`src/rtl/core_pkg.sv`:
```
// Shared core types: register address type and hazard controller state encoding.
package core_pkg;

    typedef logic [4:0] reg_addr_t;

    typedef enum logic [1:0] {
        HZ_RUN      = 2'd0,
        HZ_MC_WAIT  = 2'd1,
        HZ_MEM_WAIT = 2'd2
    } hz_state_e;

    // True when the ID instruction reads the register a load in EX is about to write.
    // x0 is never a real destination, so a load to x0 never causes a bubble.
    function automatic logic load_use_hit(
        input reg_addr_t rs1,
        input reg_addr_t rs2,
        input logic      uses_rs1,
        input logic      uses_rs2,
        input logic      ex_is_load,
        input reg_addr_t ex_rd
    );
        logic hit;
        hit = 1'b0;
        if (ex_is_load && (ex_rd != 5'd0)) begin
            hit = (uses_rs1 && (rs1 == ex_rd)) || (uses_rs2 && (rs2 == ex_rd));
        end
        return hit;
    endfunction

endpackage

```
`src/rtl/hazard_controller.sv`:
```
// Pipeline sequencing block: owns every stall and flush decision of the 5-stage core,
// tracks multi-cycle unit and data-memory waits, and counts stalled cycles.
module hazard_controller #(
    parameter int MC_TIMEOUT = 64,
    parameter int CNT_WIDTH  = 32
) (
    input  logic                 clk,
    input  logic                 rst,
    input  logic [4:0]           id_rs1_addr,
    input  logic [4:0]           id_rs2_addr,
    input  logic                 id_uses_rs1,
    input  logic                 id_uses_rs2,
    input  logic                 ex_mem_read,
    input  logic [4:0]           ex_rd_addr,
    input  logic                 ex_mc_op,
    input  logic                 mc_done,
    input  logic                 mem_req,
    input  logic                 dmem_ready,
    input  logic                 ex_branch_taken,
    output logic                 stall_if,
    output logic                 stall_id,
    output logic                 stall_ex,
    output logic                 stall_mem,
    output logic                 flush_id,
    output logic                 flush_ex,
    output logic                 flush_mem,
    output logic                 mc_start,
    output logic                 mc_error,
    output logic [1:0]           state_o,
    output logic [CNT_WIDTH-1:0] stall_cycles
);
    import core_pkg::*;

    localparam int TO_W = (MC_TIMEOUT > 1) ? $clog2(MC_TIMEOUT + 1) : 1;
    localparam logic [TO_W-1:0]      TO_LIMIT = TO_W'(MC_TIMEOUT);
    localparam logic [TO_W-1:0]      TO_ONE   = TO_W'(1);
    localparam logic [CNT_WIDTH-1:0] CNT_ONE  = CNT_WIDTH'(1);

    hz_state_e           state;
    hz_state_e           state_next;
    logic [TO_W-1:0]     timeout_cnt;
    logic                load_use;
    logic                any_stall;

    assign load_use  = load_use_hit(id_rs1_addr, id_rs2_addr, id_uses_rs1, id_uses_rs2,
                                    ex_mem_read, ex_rd_addr);
    assign any_stall = stall_if | stall_id | stall_ex | stall_mem;
    assign state_o   = state;

    // State register; reset always lands in RUN so no start pulse can be re-issued.
    always_ff @(posedge clk) begin
        if (rst) begin
            state <= HZ_RUN;
        end else begin
            state <= state_next;
        end
    end

    // Next-state and stall/flush decode; everything is forced quiet while reset is held.
    always_comb begin
        state_next = state;
        stall_if   = 1'b0;
        stall_id   = 1'b0;
        stall_ex   = 1'b0;
        stall_mem  = 1'b0;
        flush_id   = 1'b0;
        flush_ex   = 1'b0;
        flush_mem  = 1'b0;
        mc_start   = 1'b0;
        if (!rst) begin
            case (state)
                HZ_MC_WAIT: begin
                    if (mc_done) begin
                        state_next = HZ_RUN;
                    end else begin
                        stall_if  = 1'b1;
                        stall_id  = 1'b1;
                        stall_ex  = 1'b1;
                        flush_mem = 1'b1;
                    end
                end
                HZ_MEM_WAIT: begin
                    if (dmem_ready) begin
                        state_next = HZ_RUN;
                    end else begin
                        stall_if  = 1'b1;
                        stall_id  = 1'b1;
                        stall_ex  = 1'b1;
                        stall_mem = 1'b1;
                    end
                end
                default: begin
                    state_next = HZ_RUN;
                    if (mem_req && !dmem_ready) begin
                        stall_if   = 1'b1;
                        stall_id   = 1'b1;
                        stall_ex   = 1'b1;
                        stall_mem  = 1'b1;
                        state_next = HZ_MEM_WAIT;
                    end else if (ex_mc_op) begin
                        mc_start   = 1'b1;
                        stall_if   = 1'b1;
                        stall_id   = 1'b1;
                        stall_ex   = 1'b1;
                        flush_mem  = 1'b1;
                        state_next = HZ_MC_WAIT;
                    end else if (ex_branch_taken) begin
                        flush_id = 1'b1;
                        flush_ex = 1'b1;
                    end else if (load_use) begin
                        stall_if = 1'b1;
                        stall_id = 1'b1;
                        flush_ex = 1'b1;
                    end
                end
            endcase
        end
    end

    // Multi-cycle watchdog: counts waiting cycles and latches a sticky error at the limit.
    always_ff @(posedge clk) begin
        if (rst) begin
            timeout_cnt <= '0;
            mc_error    <= 1'b0;
        end else if ((state == HZ_MC_WAIT) && !mc_done) begin
            if ((MC_TIMEOUT != 0) && (timeout_cnt != TO_LIMIT)) begin
                timeout_cnt <= timeout_cnt + TO_ONE;
            end
            if ((MC_TIMEOUT != 0) && (timeout_cnt == (TO_LIMIT - TO_ONE))) begin
                mc_error <= 1'b1;
            end
        end else begin
            timeout_cnt <= '0;
        end
    end

    // Saturating count of cycles in which any pipeline stage was held.
    always_ff @(posedge clk) begin
        if (rst) begin
            stall_cycles <= '0;
        end else if (any_stall && (stall_cycles != '1)) begin
            stall_cycles <= stall_cycles + CNT_ONE;
        end
    end

endmodule
```
`config.mk`:
```
export PLATFORM = sky130hd
export DESIGN_NAME = hazard_controller
export DESIGN_NICKNAME = d
export VERILOG_FILES = /design/src/rtl/core_pkg.sv /design/src/rtl/hazard_controller.sv
export SDC_FILE = /design/constraint.sdc
export NUM_CORES = 1
export LEC_CHECK = 0
export BUFFER_PORTS_ARGS = -buffer_cell sky130_fd_sc_hd__buf_2
export CAP_MARGIN = 25
export CORE_ASPECT_RATIO = 0.5
export CORE_MARGIN = 4
export CORE_UTILIZATION = 40
export CTS_BUF_LIST = sky130_fd_sc_hd__clkbuf_8
export DETAILED_ROUTE_END_ITERATION = 16
export GPL_TIMING_DRIVEN = 1
export PLACE_DENSITY = 0.72
export SLEW_MARGIN = 20
export SYNTH_ARGS = -nofsm -noshare
export SYNTH_HDL_FRONTEND = slang
export SYNTH_SLANG_ARGS = --single-unit
```
`constraint.sdc`:
```
create_clock -name clk -period 3 [get_ports clk]
set_input_delay 0.45 -clock clk [delete_from_list [all_inputs] [get_ports clk]]
set_output_delay 0.45 -clock clk [all_outputs]
set_load 0.02 [all_outputs]
```
==> qor.yml <==
run_status:
  outcome: "complete, no violations"
logic_synthesis:
  synth.distinct_cells: 53
  ys_ff_latch: 42
  syn_area_um2: 2500
  synth_top_cell_area_share_pct: 33.6
  syn-num-nets: 323
  synth_flop_cell: "dfxtp_1"
  synth_area_per_cell_um2: 8.54
  synth_top_area_cell: "dfxtp_1"
  synthCells: 293
  yosysSeqAreaShare_pct: 33.6
  synth_edf_count: 0
  synthTopCellsByArea: "dfxtp_1, nand3_1, a21oi_1"
  yosysWarnings: 0
  async_reset_ff_share_pct: 0
finish:
  postLayoutCoreUtil_pct: 48.3
  drive_above_1_share_pct: 25.4
  fin_area_um2: 2930
  mostFrequentLayoutCells: "buf_2, dfxtp_1, nand3_1"
  fill_cells: 642
  synthToLayoutAreaGrowth_pct: 17.1
  final_common_cell: "buf_2"
  nets: 384
  diodes: 0
sta:
  fin_crit_sh_pct: 91.6
  finalSetupTns_ps: 0
  rsz0062_at_grt: "no"
  fin_skew_ps: 11.1
  min_period_ps: 2750
  timing.hold.ws_ps: 448
  hold_viol: 0
  worst_slack_ps: 251
  slew-limit-headroom_pct: 63.5
  fmaxAchievable_mhz: 364
  slew_viol_final: 0
  worstMarginPinSlew_ps: 542
  setup_viol: 0
power:
  pwr_density_cell_nw_per_um2: 376
  total_leakage_power_nw: 1.12
  ir_drop_mv: 0.199
worst_setup_path:
  crit_arrival_ps: 2300
  start_kind: "register"
  worstPathMaxFanout: 18
  path_cells: "inv_1 -> ha_1 -> inv_1 -> a31o_1 -> and2b_1 -> a21oi_4 -> inv_1 -> buf_2"
  endpoint_kind: "primary output"
  rrSetupSlack_ps: 470
  r2r-start: "stall_cycles[8]"
  crit_top_cell: "inv_1"
  crit_required_ps: 2550
  slowest_stage: "dfxtp_1"
  ff2ff_path_depth: 6
  critPathMaxStageDelay_ps: 380
  critPathKind: "reg -> out"
  rr_endpoint: "stall_cycles[8]"
route:
  via_per_inst: 5.56
  first_pass_iters: 4
  drtIter0Drc: 133
  drc: 0
  drt-total-wl_um: 6170
  postRouteAntennaNets: 0
  vias: 2463
  wl_per_cell_um: 13.9
global_routing:
  grt_max_degree: 45
  grtUsageTotal_pct: 15.9
  grtUsageMet1_pct: 19.5
  use_met3_pct: 3.45
  antenna_found_initial: 0
  grt_overflow: 0
  busiest_layer: "met2"
  grt_util_met2_pct: 29.2
  grt_pass1_wl_um: 10300
  first_global_vias: 2283
floorplanning:
  dieWidth_um: 120
  die_area_um2: 7660
  initial_core_util_pct: 41.3
  pin_count: 68
  coreArea_um2: 6060
  rows: 20
  die_h_um: 63.9
cts:
  cts_tree: "yes"
  numClockSinks: 42
  clock_path_buffers: 2
  root_buffer: "clkbuf_8"
  path_clk_slew_ps: 80
  ctsResizeCount: 0
  cts_hold_buf: 0
  postCtsSetupBuffers: 0
  clock_latency_ps: 290
  h-tree-depth: 2
  cts_inserted_buffers: 5
flow_run:
  maxCapViolations: 0
place:
  io_buffers: 67
  preCtsSetupSlack_ps: 463
  hpwlAfterDp_um: 4560
  postPlaceCellArea_um2: 2830
  place_congestion: 0.811
worst_hold_path:
  hold-path-endpoint: "state_o[1]"
  whs_path_depth: 2
  hp-start: "rst"
  worst_hold_path_type: "in -> reg"
[worst max-delay path: cells and delay by family, from the launching register on]
kind / cells / cell delay [ps]
compound gates: 2 / 560
fa+ha+maj: 1 / 360
buf+inv: 4 / 500
flops: 1 / 380
simple gates: 1 / 230
[per-stage QoR]
stage / total power [mW] / std cells
2_1_floorplan: 0.693 / 293
3_3_place_gp: 0.722 / 435
3_5_place_dp: 0.728 / 435
4_1_cts: 1.11 / 443
5_1_grt: 1.15 / 443
6_report: 1.10 / 443
[logic make-up after synthesis]
group	count (synthesis)	share of synthesized area, %
muxes	3	1.25
xor gates and xnor gates	16	5.60
adders and majority gates	5	2.50
and+or+nand+nor	132	31.1
AOI/OAI and AO/OA	70	18.6
buffers and inverters	25	7.30
DFF	42	33.6
[registers in the layout, indices dropped and copies added, names as in the netlist]
| register | flops |
|---|---|
| stall_cycles | 32 |
| timeout_cnt | 7 |
| state_o | 2 |
| mc_error | 1 |
[worst max path at each step]
stage,endpoint,depth (start not counted),start
2_1_floorplan,stall_if,10,state_o[0]
3_3_place_gp,stall_id,7,ex_rd_addr[1]
3_5_place_dp,stall_if,7,ex_rd_addr[1]
4_1_cts,stall_if,8,state_o[0]
5_1_grt,stall_id,8,state_o[0]
6_report,stall_if,8,state_o[0]
[per-layer routing]
metal  vias to the layer above  share of wire, %
met1                      1186                45
met4                         0              0.65
met3                         6               3.8
met5                         -                 0
met2                        43                51
li1                       1228                 -
[cell type report]
class                           count  area [µm²]  area share, %
Sequential cell                    42         841           28.7
Clock buffer                        6        82.6           2.82
Tap cell                           88         110           3.76
Inverter                            9        33.8           1.15
Multi-Input combinational cell    226        1480           50.5
Clock inverter                      2        12.5          0.427
Timing Repair Buffer               70         370           12.6
[synth_stat cells (7+ instances only)]
master and count:
a21oi_1 24, and3_1 8, dfxtp_1 42, inv_1 9
nand2_1 14, nand3_1 26, nand4_1 10, nor2_1 17
nor4_1 7, o21a_1 8, o21ai_0 10, o31ai_1 10
or3_1 8, or4_1 13, xnor2_1 12
[report_power, final]
part | switching [mW] | leakage, nW | internal, mW
clock | 0.200 | 0.0472 | 0.185
sequential | 0.00533 | 0.339 | 0.562
combinational | 0.0914 | 0.733 | 0.0560
total | 0.297 | 1.12 | 0.803
(Power assumes the default switching activity.)
